**src/rtl/mem_arbiter.sv**
```systemverilog
// Arbitrates one single-ported memory between the fetch (i_*) and data (d_*) ports; data wins,
// with a burst cap so fetch is never starved. Optional bus timeout enabled by `define ARB_TIMEOUT_EN.
module mem_arbiter #(
   parameter int D_BURST        = 4,
   parameter int TIMEOUT_CYCLES = 255
) (
   input  logic        clk,
   input  logic        rst,

   input  logic        i_stb,
   input  logic [31:0] i_addr,
   output logic        i_ack,
   output logic [31:0] i_rdata,

   input  logic        d_stb,
   input  logic        d_we,
   input  logic [31:0] d_addr,
   input  logic [31:0] d_wdata,
   input  logic [3:0]  d_sel,
   output logic        d_ack,
   output logic [31:0] d_rdata,

   output logic        m_stb,
   output logic        m_we,
   output logic [31:0] m_addr,
   output logic [31:0] m_wdata,
   output logic [3:0]  m_sel,
   input  logic        m_ack,
   input  logic [31:0] m_rdata,

   output logic [1:0]  o_grant,
   output logic        o_err
);

   localparam int BW = (D_BURST < 1) ? 1 : $clog2(D_BURST + 1);
   localparam logic [BW-1:0] BurstMax = BW'(D_BURST);
   localparam logic [31:0]   NopInsn  = 32'h0000_0013;

   typedef enum logic [1:0] {
      IDLE   = 2'b00,
      I_BUSY = 2'b01,
      D_BUSY = 2'b10
   } state_e;

   state_e        state_q, state_d;
   logic [BW-1:0] burst_q, burst_d;
   logic          mStb_q, mStb_d;
   logic          mWe_q, mWe_d;
   logic [31:0]   mAddr_q, mAddr_d;
   logic [31:0]   mWdata_q, mWdata_d;
   logic [3:0]    mSel_q, mSel_d;
   logic [1:0]    grant_q, grant_d;
   logic          busy;
   logic          abort;
   logic          done;

   assign busy = (state_q != IDLE);
   assign done = busy && (m_ack || abort);

`ifdef ARB_TIMEOUT_EN
   localparam int TW = ($clog2(TIMEOUT_CYCLES + 1) > 8) ? $clog2(TIMEOUT_CYCLES + 1) : 8;
   localparam logic [TW-1:0] TmoLimit = TW'(TIMEOUT_CYCLES);

   logic [TW-1:0] tmo_q, tmo_d;

   // A real m_ack in the limit cycle takes precedence over the abort.
   assign abort = busy && mStb_q && !m_ack && (tmo_q == TmoLimit);

   always_comb begin
      tmo_d = '0;
      if (busy && mStb_q && !m_ack && !abort) begin
         tmo_d = tmo_q + TW'(1);
      end
   end

   always_ff @(posedge clk) begin
      if (rst) begin
         tmo_q <= '0;
      end else begin
         tmo_q <= tmo_d;
      end
   end
`else
   assign abort = 1'b0;
`endif

   always_comb begin
      state_d  = state_q;
      burst_d  = burst_q;
      mStb_d   = mStb_q;
      mWe_d    = mWe_q;
      mAddr_d  = mAddr_q;
      mWdata_d = mWdata_q;
      mSel_d   = mSel_q;
      grant_d  = grant_q;

      case (state_q)
         IDLE: begin
            // The burst count only grows while a fetch is actually being held off.
            if (d_stb && (!i_stb || (burst_q < BurstMax))) begin
               state_d  = D_BUSY;
               burst_d  = i_stb ? (burst_q + BW'(1)) : '0;
               mStb_d   = 1'b1;
               mWe_d    = d_we;
               mAddr_d  = d_addr;
               mWdata_d = d_wdata;
               mSel_d   = d_sel;
               grant_d  = 2'b10;
            end else if (i_stb) begin
               state_d  = I_BUSY;
               burst_d  = '0;
               mStb_d   = 1'b1;
               mWe_d    = 1'b0;
               mAddr_d  = i_addr;
               mSel_d   = 4'hF;
               grant_d  = 2'b01;
            end
         end

         I_BUSY, D_BUSY: begin
            if (done) begin
               state_d = IDLE;
               mStb_d  = 1'b0;
               grant_d = 2'b00;
            end
         end

         default: begin
            state_d = IDLE;
            mStb_d  = 1'b0;
            grant_d = 2'b00;
         end
      endcase
   end

   always_ff @(posedge clk) begin
      if (rst) begin
         state_q  <= IDLE;
         burst_q  <= '0;
         mStb_q   <= 1'b0;
         mWe_q    <= 1'b0;
         mAddr_q  <= '0;
         mWdata_q <= '0;
         mSel_q   <= '0;
         grant_q  <= 2'b00;
      end else begin
         state_q  <= state_d;
         burst_q  <= burst_d;
         mStb_q   <= mStb_d;
         mWe_q    <= mWe_d;
         mAddr_q  <= mAddr_d;
         mWdata_q <= mWdata_d;
         mSel_q   <= mSel_d;
         grant_q  <= grant_d;
      end
   end

   assign m_stb   = mStb_q;
   assign m_we    = mWe_q;
   assign m_addr  = mAddr_q;
   assign m_wdata = mWdata_q;
   assign m_sel   = mSel_q;
   assign o_grant = grant_q;

   assign i_ack   = (state_q == I_BUSY) && (m_ack || abort);
   assign d_ack   = (state_q == D_BUSY) && (m_ack || abort);
   assign i_rdata = abort ? NopInsn : m_rdata;
   assign d_rdata = abort ? 32'h0 : m_rdata;
   assign o_err   = abort;

endmodule

```
**config.mk**
```make
export PLATFORM = sky130hd
export DESIGN_NAME = mem_arbiter
export DESIGN_NICKNAME = d
export VERILOG_FILES = /design/src/rtl/mem_arbiter.sv
export SDC_FILE = /design/constraint.sdc
export NUM_CORES = 1
export LEC_CHECK = 0
export CORE_AREA = 2 2 107 109
export CTS_CLUSTER_SIZE = 40
export DETAILED_ROUTE_END_ITERATION = 12
export DIE_AREA = 0 0 109 111
export HOLD_SLACK_MARGIN = 0.15
export PLACE_DENSITY = 0.81
export SLEW_MARGIN = 20
export SYNTH_ARGS = -nofsm -noshare
export SYNTH_HDL_FRONTEND = slang
export SYNTH_SLANG_ARGS = --single-unit
```
**constraint.sdc**
```tcl
create_clock -name clk -period 1.6 [get_ports clk]
set_input_delay 0.16 -clock clk [delete_from_list [all_inputs] [get_ports clk]]
set_output_delay 0.16 -clock clk [all_outputs]
set_load 0.03 [all_outputs]
```
==> impl_metrics.ini <==
[outcome]
status = finished, final reports clean

[routing]
wire_per_inst_um = 15.4
num_vias = 3490
drc_errors = 0
dr.first_iter.drc_count = 163
routed_wirelength_um = 10700
routed_via_density = 5.02
first_pass_iters = 4
ant_nets = 0

[logic_synthesis]
seq_area_frac_synth_pct = 41.4
synth_cell_types = 32
synth-simple-area-share_pct = 13.9
synth_top_family_by_area = compound AO/OA/AOI/OAI gates
synth_compound_area_share_pct = 24.0
synth_fp_nets = 587
netlist_area_um2 = 3630
synth_fa_ha_area_share_pct = 1.38
yosysWarnings = 0
ys_ff_latch = 75
synthXorXnorAreaFrac_pct = 0
synth_area_per_cell_um2 = 8.15
netlist_instances = 445
synthMuxAreaShare_pct = 0.276

[worst_setup_path]
cpPeakStageDelay_ps = 700
crit_family = buffers and inverters
worstPathRequired_ps = 1440
r2r_cells = 6
ff2ff_setup_slack_ps = 130
endpoint = m_addr[13]
start_kind = flop
crit_fanout = 2
path_buf_inv = 1
path_cells = clkdlybuf4s50_1
rr_endpoint = m_addr[28]$_SDFFE_PP0P_
crit_cells = 1
critPathKind = flop to output pin
worst_ep_arrival_time_ps = 1360
end_kind = output pin
crit_slowest_cell = clkdlybuf4s50_1
startpoint = m_addr[13]$_SDFFE_PP0P_
r2r_start = o_grant[0]$_SDFFE_PP0P_

[final_layout]
fillers = 1034
nNetsFinal = 691
final_cell_mix = clkdlybuf4s50_1, dfxtp_1, a21oi_1
layout_commonest_cell = clkdlybuf4s50_1
n_antenna_cell = 0
final_area_um2 = 5410
syn_to_final_growth_pct = 49.0
drive_gt1_share_pct = 7.25

[placed_design]
routabilityCongestion = 0.755
place_hpwl_um = 7620
dpl_cell_area_um2 = 5100
io_buffers = 179
pre_cts_ws_ps = -11.5

[flow_run]
maxCapViolCount = 0

[global_routing]
antenna_found_initial = 0
grt_max_degree = 38
grtUsageTotal_pct = 16.9
grt_pass1_vias = 3354
grt_pass1_wl_um = 16200
grt.overflow.total = 0

[floorplanning]
rows = 39
fp.coreArea_um2 = 11100
dieArea_um2 = 12100
start_util_pct = 32.8
die_h_um = 111
io_pins = 277
die_w_um = 109

[pwr]
powerDensity_nw_per_um2 = 1450
finalPower_mw = 7.86
p_leak_nw = 2.02
ir_worst_vdd_mv = 0.875

[clock_tree]
post_cts_buffers = 0
clock_sinks = 75
worstSkewPairLatency_ps = 330
clockBufferDepth = 2
clkTransAtPathRegs_ps = 60
cts_tree = built
cts_max_level = 3
cts_made_buffers = 9
cts_root_buffer = clkbuf_16

[sta]
final-setup-viol-count = 0
hold_violations = 0
worst_hold_slack_ps = 320
clock_skew_ps = 5.16
setup_ws_ps = 78.3
finalCriticalPeriod_ps = 1520
fmax_ghz = 0.657
period_share_pct = 95.1
rsz0062_at_grt = no
final_max_slew_viol_count = 0

[min_path]
hold_path.class = input port to output pin
==> through the flow <==
stage / TNS, ps / cells / util [%]
floorplan: 0 / 445 / -
global placement: 0 / 679 / 46.1
detailed placement: -19.4 / 679 / 46.1
CTS: 0 / 694 / 48.4
global route: 0 / 695 / 48.8
finish: 0 / 695 / 48.8
==> worst min-delay path by stage <==
stage / startpoint / end / slack, ps / cells past startpoint
after floorplan: i_addr[0] / m_addr[0]$_SDFFE_PP0P_ / 300 / 2
after global placement: m_rdata[19] / d_rdata[19] / 320 / 0
after detailed placement: m_rdata[19] / d_rdata[19] / 320 / 0
after CTS: m_rdata[19] / d_rdata[19] / 320 / 0
after global routing: m_rdata[12] / i_rdata[12] / 320 / 0
final: m_rdata[0] / i_rdata[0] / 320 / 0
==> where the power goes <==
group | total (mW) | switching, mW | internal [mW]
clock | 1.74 | 0.719 | 1.02
sequential | 2.50 | 0.212 | 2.29
combinational | 3.62 | 2.02 | 1.59
==> registers in the layout, indices dropped and copies added (netlist names) <==
signal   flops
burst_q      3
o_grant      2
m_addr      32
m_stb        1
m_we         1
m_sel        4
m_wdata     32
==> logic make-up (layout without fill, tap and decap cells) <==
kind of cell | count (synthesis) | in the layout
buffers and inverters | 104 | 211
muxes | 1 | 1
AOI/OAI and AO/OA | 145 | 145
adders and majority gates | 4 | 4
other | 1 | 1
DFF | 75 | 75
and+or+nand+nor | 115 | 115
==> layout make-up <==
cell class / instances / area, um2 / share of cell area (%)
repair buffers: 195 / 2010 / 37.2
well taps: 143 / 179 / 3.31
clock inverters: 4 / 20.0 / 0.370
clock buffers: 10 / 229 / 4.24
flip-flops and latches: 75 / 1500 / 27.8
multi-input cells: 266 / 1460 / 26.9
inverters: 2 / 7.51 / 0.139
==> cell usage after synthesis <==
cell / count / area [um2]
nor2_1: 40 / 150
o21ai_4: 1 / 16.3
ha_1: 4 / 50.1
dfxtp_1: 75 / 1500
a32oi_1: 1 / 8.76
and4b_1: 1 / 10.0
mux2i_1: 1 / 10.0
and2_1: 3 / 18.8
a211oi_1: 32 / 240
or4_1: 2 / 15.0
nand2_1: 34 / 128
clkbuf_1: 13 / 48.8
nand3_1: 32 / 160
inv_1: 2 / 7.51
o21bai_1: 1 / 7.51
buf_6: 2 / 22.5
conb_1: 1 / 3.75
and2_4: 1 / 8.76
nor2b_1: 1 / 6.26
o31ai_1: 2 / 15.0
a22oi_1: 2 / 15.0
buf_2: 12 / 60.1
buf_1: 1 / 3.75
buf_4: 71 / 533
a21oi_1: 66 / 330
a21boi_4: 1 / 18.8
a21bo_2: 1 / 10.0
o32ai_1: 4 / 35.0
nand2b_1: 1 / 6.26
o21a_1: 1 / 7.51
o21ai_0: 33 / 165
clkbuf_2: 3 / 15.0
==> layer usage <==
layer  track usage [%]  vias up  share of wire [%]
met5                 0        -                  0
met4              5.98        0                1.2
met3              6.11       12                9.3
met2              29.6      184                 51
met1              18.5     1615                 39
li1                  -     1679                  -
==> timing repair <==
item | CTS | global route
endpoints found under the setup margin | 4 | 62
cloned | 0 | 1
gates resized for setup | 1 | 6
endpoints found under the hold margin | 3 | 0
hold buffers | 1 | 0
Note: power is estimated with default switching activity, not from simulation.
